--- src/rtl/multdiv_sequencer.sv ---
// Sequences the shared multi-cycle multiply/divide unit for the X stage:
// decode, start pulse, stall until result or timeout, then one writeback request.
module multdiv_sequencer #(
    parameter int TIMEOUT = 64,
    parameter int EXC_MUL = 4,
    parameter int EXC_DIV = 5,
    parameter int EXC_TMO = 6
) (
    input  logic        clock,
    input  logic        reset,
    input  logic [31:0] ir_x,
    input  logic        valid_x,
    input  logic        flush,
    input  logic        md_ready,
    input  logic [31:0] md_result,
    input  logic        md_exception,
    output logic        ctrl_MULT,
    output logic        ctrl_DIV,
    output logic        stall,
    output logic        busy,
    output logic        wb_valid,
    output logic [4:0]  wb_rd,
    output logic [31:0] wb_data
);

    typedef enum logic [1:0] {
        IDLE  = 2'd0,
        START = 2'd1,
        WAIT  = 2'd2,
        DONE  = 2'd3
    } state_t;

    localparam logic [4:0] ALU_MUL = 5'b00110;
    localparam logic [4:0] ALU_DIV = 5'b00111;
    localparam logic [4:0] RSTATUS = 5'd30;
    localparam logic [7:0] TMO_LAST = 8'(TIMEOUT - 1);

    state_t      state_q, state_d;
    logic        isDiv_q, isDiv_d;
    logic [4:0]  rd_q, rd_d;
    logic [31:0] result_q, result_d;
    logic        exc_q, exc_d;
    logic        tmo_q, tmo_d;
    logic [7:0]  cnt_q, cnt_d;

    logic [4:0] opcode;
    logic [4:0] aluOp;
    logic       isMd;
    logic       unusedIrBits;

    assign opcode       = ir_x[31:27];
    assign aluOp        = ir_x[6:2];
    assign isMd         = valid_x && (opcode == 5'b00000) && (aluOp == ALU_MUL || aluOp == ALU_DIV);
    assign unusedIrBits = ^{ir_x[21:7], ir_x[1:0]};

    always_ff @(posedge clock or posedge reset) begin
        if (reset) begin
            state_q  <= IDLE;
            isDiv_q  <= 1'b0;
            rd_q     <= 5'd0;
            result_q <= 32'd0;
            exc_q    <= 1'b0;
            tmo_q    <= 1'b0;
            cnt_q    <= 8'd0;
        end else begin
            state_q  <= state_d;
            isDiv_q  <= isDiv_d;
            rd_q     <= rd_d;
            result_q <= result_d;
            exc_q    <= exc_d;
            tmo_q    <= tmo_d;
            cnt_q    <= cnt_d;
        end
    end

    always_comb begin
        state_d   = state_q;
        isDiv_d   = isDiv_q;
        rd_d      = rd_q;
        result_d  = result_q;
        exc_d     = exc_q;
        tmo_d     = tmo_q;
        cnt_d     = cnt_q;
        ctrl_MULT = 1'b0;
        ctrl_DIV  = 1'b0;
        stall     = 1'b0;
        wb_valid  = 1'b0;
        wb_rd     = 5'd0;
        wb_data   = 32'd0;

        case (state_q)
            IDLE: begin
                stall = isMd && !flush;
                if (isMd && !flush) begin
                    state_d = START;
                    isDiv_d = (aluOp == ALU_DIV);
                    rd_d    = ir_x[26:22];
                end
            end
            START: begin
                stall     = 1'b1;
                ctrl_MULT = !isDiv_q;
                ctrl_DIV  = isDiv_q;
                cnt_d     = 8'd0;
                exc_d     = 1'b0;
                tmo_d     = 1'b0;
                state_d   = WAIT;
            end
            WAIT: begin
                stall = 1'b1;
                // A result arriving on the last allowed cycle still beats the timeout.
                if (md_ready) begin
                    result_d = md_result;
                    exc_d    = md_exception;
                    state_d  = DONE;
                end else if (cnt_q == TMO_LAST) begin
                    tmo_d   = 1'b1;
                    state_d = DONE;
                end else begin
                    cnt_d = cnt_q + 8'd1;
                end
            end
            DONE: begin
                state_d = IDLE;
                if (tmo_q) begin
                    wb_valid = 1'b1;
                    wb_rd    = RSTATUS;
                    wb_data  = 32'(EXC_TMO);
                end else if (exc_q) begin
                    wb_valid = 1'b1;
                    wb_rd    = RSTATUS;
                    wb_data  = isDiv_q ? 32'(EXC_DIV) : 32'(EXC_MUL);
                end else begin
                    wb_valid = (rd_q != 5'd0);
                    wb_rd    = rd_q;
                    wb_data  = result_q;
                end
            end
            default: state_d = IDLE;
        endcase

        // Flush kills the op; the unit itself keeps running until the next start.
        if (flush) begin
            state_d   = IDLE;
            result_d  = 32'd0;
            exc_d     = 1'b0;
            tmo_d     = 1'b0;
            cnt_d     = 8'd0;
            ctrl_MULT = 1'b0;
            ctrl_DIV  = 1'b0;
            stall     = 1'b0;
            wb_valid  = 1'b0;
        end
    end

    assign busy = (state_q != IDLE);

endmodule

--- config.mk ---
export PLATFORM = sky130hd
export DESIGN_NAME = multdiv_sequencer
export DESIGN_NICKNAME = d
export VERILOG_FILES = /design/src/rtl/multdiv_sequencer.sv
export SDC_FILE = /design/constraint.sdc
export NUM_CORES = 1
export LEC_CHECK = 0
export BUFFER_PORTS_ARGS = -buffer_cell sky130_fd_sc_hd__buf_2
export CORE_MARGIN = 4
export CORE_UTILIZATION = 40
export DETAILED_ROUTE_END_ITERATION = 16
export PLACE_DENSITY = 0.7
export SLEW_MARGIN = 10
export SYNTH_ARGS = -nofsm -noshare
export SYNTH_HDL_FRONTEND = slang
export SYNTH_SLANG_ARGS = --single-unit
export TNS_END_PERCENT = 1
--- constraint.sdc ---
create_clock -name clock -period 2.7 [get_ports clock]
set_clock_uncertainty 0.05 [all_clocks]
set_input_delay 0.135 -clock clock [delete_from_list [all_inputs] [get_ports clock]]
set_output_delay 0.135 -clock clock [all_outputs]
set_load 0.05 [all_outputs]
# Yosys cells after proc, flatten, opt, wreduce, memory -nomap -nowiden
# Cells that the tools add are included.
# totals
ff_bits	50
# classes
add_sub_neg	1
mux	36
reduce_logical	20
eq_ne	12
# ops
operator	n
$mux 32	6
$mux 8	3
$pmux 8 s2	1
$mux 1	15
$mux 5	3
$ne 3x3->1 const B	5
$eq 5x3->1 const B	2
$add 8x1->8 const B	1
$eq 8x6->1 const B	1
$mux 2	4
$pmux 2 s4	1
$reduce_and 2->1	4
$pmux 1 s2	3
$reduce_and 3->1	2
$reduce_bool 2->1	3
$logic_not 5->1	1
$reduce_bool 5->1	1
$eq 2x2->1 const B	2
$ne 4x4->1 const B	1
$logic_and 1x1->1	3
$reduce_bool 3->1	1
$eq 2x1->1 const B	1
$logic_not 1->1	2
$logic_not 2->1	1
other kinds (2)	2

# Logic depth before layout (Yosys ltp)
# depth
depth_word	7
mapped_depth	7
depth_no_buf	6

# Least setup slack after synthesis
# No wires, ideal clock.
# synth_timing
kind	register to output
startpoint	reg state_q[1]
endpoint	out stall
stages_incl_launch_ff	7
required_time_ns	2.515
setup_slack_ns	0.342
arrival_time_ns	2.173
cell_sequence	dfrtp_1 > inv_1 > ha_1 > inv_1 > or3_1 > buf_6 > a21oi_1
# synth_via
elab_chain_cells	4
# synth_rtl
item	line_no	text
start: declaration	38	state_t state_q, state_d;
start signal: assignment	66	state_q <= state_d;
$eq 2x2->1 / $eq 2x1->1 (equally long branches)	91	case (state_q)
$reduce_or 2->1 (no line)	-	
$pmux 1 s2 (*)	91	
$mux 1 (*)	143	if (flush) begin
end: declaration	19	output logic stall,
# Every way passes the cells marked *; elsewhere a longest branch is shown, timed or not.

# Worst setup path after layout
# Same ends and word-level chain as after synthesis.

==> flow_summary.json <==
{
  "portBuffers": 94,
  "rsz0062_at_grt": "no",
  "start_util_pct": 41.8,
  "synth_area_per_cell_um2": 10.9,
  "peakVddDrop_v": 0.000290,
  "multi_input_area_um2": 1170,
  "yosysWarningCount": 0,
  "finalWirelength_mm": 5.78,
  "final_antenna_net_count": 0,
  "drive_gt1_share_pct": 36.3,
  "dpl_cell_area_um2": 3050,
  "synth_area_leaders": "dfrtp_1 (50%), a22o_1 (11%), and2_1 (7.9%), mux2_4 (3.0%), nor2_1 (2.5%)",
  "post_cts_buffers": 0,
  "clock_latency_ps": 290,
  "fin_nets": 407,
  "async_flop_share_pct": 100,
  "p_leak_nw": 1.66,
  "chipHeight_um": 87.4,
  "synth.largest_area_cell": "dfrtp_1",
  "synthToLayoutAreaGrowth_pct": 28.2,
  "grt_max_degree": 51,
  "ctsResizeCount": 0,
  "total_power_mw": 1.43,
  "post_drt_wl_per_cell_um": 14.2,
  "r2r_start": "state_q[0]",
  "cts_tree": "done",
  "hp-class": "in -> reg",
  "required_ps": 2520,
  "gp_congestion": 0.828,
  "netlist_top_cells_count": "dfrtp_1 (50), a22o_1 (32), and2_1 (32)",
  "startpoint_type": "flop",
  "maxSlewViolCount": 0,
  "hold_path_depth": 2,
  "hold_path_startpoint": "md_result[27]",
  "crit_type": "reg -> out",
  "antenna_found_initial": 0,
  "hold_end": "result_q[27]",
  "ioPinCount": 112,
  "path_max_fanout": 7,
  "max_cap_viol_count": 0,
  "yosysMostFrequentCell": "dfrtp_1",
  "path_cells": "inv_1 > ha_1 > inv_1 > or3_1 > a21oi_1 > buf_2",
  "seq_area_um2": 1250,
  "root_buffer": "clkbuf_8",
  "worst_hold_slack_ps": 5.78,
  "fin_util_pct": 53.6,
  "final.fill_count": 566,
  "cts_sinks": 50,
  "synth.distinct_cells": 43,
  "cts_made_buffers": 5,
  "synth_top_area_share_pct": 49.6,
  "worstPathArrival_ps": 2050,
  "dp.final_hpwl_mm": 4.12,
  "clk_pin_slew_worst_paths_ps": 90,
  "final-setup-viol-count": 0,
  "status": "complete, no violations",
  "r2r_slack_ps": 680,
  "dr.pass1.iters": 4,
  "tightest_slew_ps": 1020,
  "period_share_pct": 82.8,
  "ctsHtreeMaxLevel": 2,
  "core_um2": 6030,
  "post-route-drc-count": 0,
  "tns_ps": 0,
  "layout_min_cycle_time_ps": 2240,
  "grt_pass1_vias": 2066,
  "fmax_mhz": 447,
  "powerDensity_nw_per_um2": 441,
  "slowest_stage": "or3_1",
  "grt_usage_pct": 15.8,
  "ys_seq_elements": 50,
  "hold_viol_final": 0,
  "via_per_inst": 5.13,
  "synthCells": 232,
  "die_x_um": 87.4,
  "yosysSeqAreaShare_pct": 49.6,
  "maxSlewHeadroom_pct": 32.1,
  "r2r-end": "cnt_q[1]",
  "grt.overflow.total": 0,
  "n_antenna_cell": 0,
  "clk_path_buf_depth": 2,
  "crit_top_cell": "inv_1",
  "crit_path_end_kind": "output port",
  "synth_nets": 307,
  "die_area_um2": 7640,
  "grt_pass1_wl_mm": 9.69,
  "rows": 28,
  "cpPeakStageDelay_ps": 530,
  "netlist_area_um2": 2520,
  "synthFlopType": "dfrtp_1",
  "synth_edf_count": 0,
  "drtIter0Drc": 62,
  "vias": 2095,
  "fin_area_um2": 3230,
  "rr_worst_depth": 6
}
[flip-flops by register name (all words and copies together) (netlist names)]
| name | flops |
|---|---|
| result_q | 32 |
| cnt_q | 8 |
| rd_q | 5 |
| isDiv_q | 1 |
| exc_q | 1 |
| state_q | 2 |
| tmo_q | 1 |
[placed cells by master (no fill, tap or decap), types with 7 or more instances in the layout]
cell type      Yosys  routed
a22o_1            32      32
and2_1            32      32
buf_2              3      94
dfrtp_1           50      50
dlygate4sd3_1      0       9
inv_1             11      10
nand3_1            7       7
nor2_1            17      17
[logic make-up after synthesis]
family / after synthesis / share of synthesized area, %
multiplexers: 8 / 4.22
flip-flops: 50 / 49.6
AO/OA/AOI/OAI: 57 / 18.9
XOR/XNOR: 2 / 0.695
adder cells (fa/ha/maj): 5 / 2.48
AND/OR/NAND/NOR: 85 / 19.9
buffers and inverters: 25 / 4.17
[per-stage QoR]
step                worst slack [ps]  instances
floorplan                        342        232
global placement                 761        391
detailed placement               703        391
CTS                              437        406
global route                     327        408
finish                           464        408
[layer usage]
layer,up-vias,GRT usage [%],wire length [um]
met5,-,0,0
met4,0,2.93,20
met3,2,3.41,496
met2,85,26.3,2740
met1,985,21.5,2520
li1,1023,-,-
[how the worst max path moves through the flow]
stage	from	end	slack, ps	depth (start not counted)
floorplan	state_q[1]	stall	340	6
global placement	cnt_q[0]	state_q[0]	760	5
detailed placement	state_q[0]	cnt_q[4]	700	6
CTS	state_q[1]	stall	440	6
global route	state_q[1]	stall	330	6
finish	state_q[1]	stall	460	6
[worst max-delay path, delay by kind of cell, from the launching register on]
kind,cells,cell delay [ps]
buffers and inverters,3,460
AOI/OAI and AO/OA,1,190
and+or+nand+nor,1,530
adders and majority gates,1,150
DFF,1,420
[cell type report]
type                            count  area share [%]
Inverter                           12            1.39
Clock buffer                        5            2.13
Timing Repair Buffer              106            18.0
Sequential cell                    50            38.7
Clock inverter                      3           0.658
Multi-Input combinational cell    157            36.2
Tap cell                           75            2.90
[timing repair]
item                                   4_1_cts  5_1_grt
hold buffers                                 7        2
setup endpoints to repair                    0        0
endpoints found under the hold margin        7        2
[power by group]
part           internal [mW]  leakage (nW)  total (mW)  switching, mW
registers              0.760         0.693       0.770         0.0102
logic                 0.0847         0.927       0.233          0.148
clock network          0.182        0.0441       0.423          0.241
total                   1.03          1.66        1.43          0.399
No activity file was read; power rests on OpenSTA's default activity.
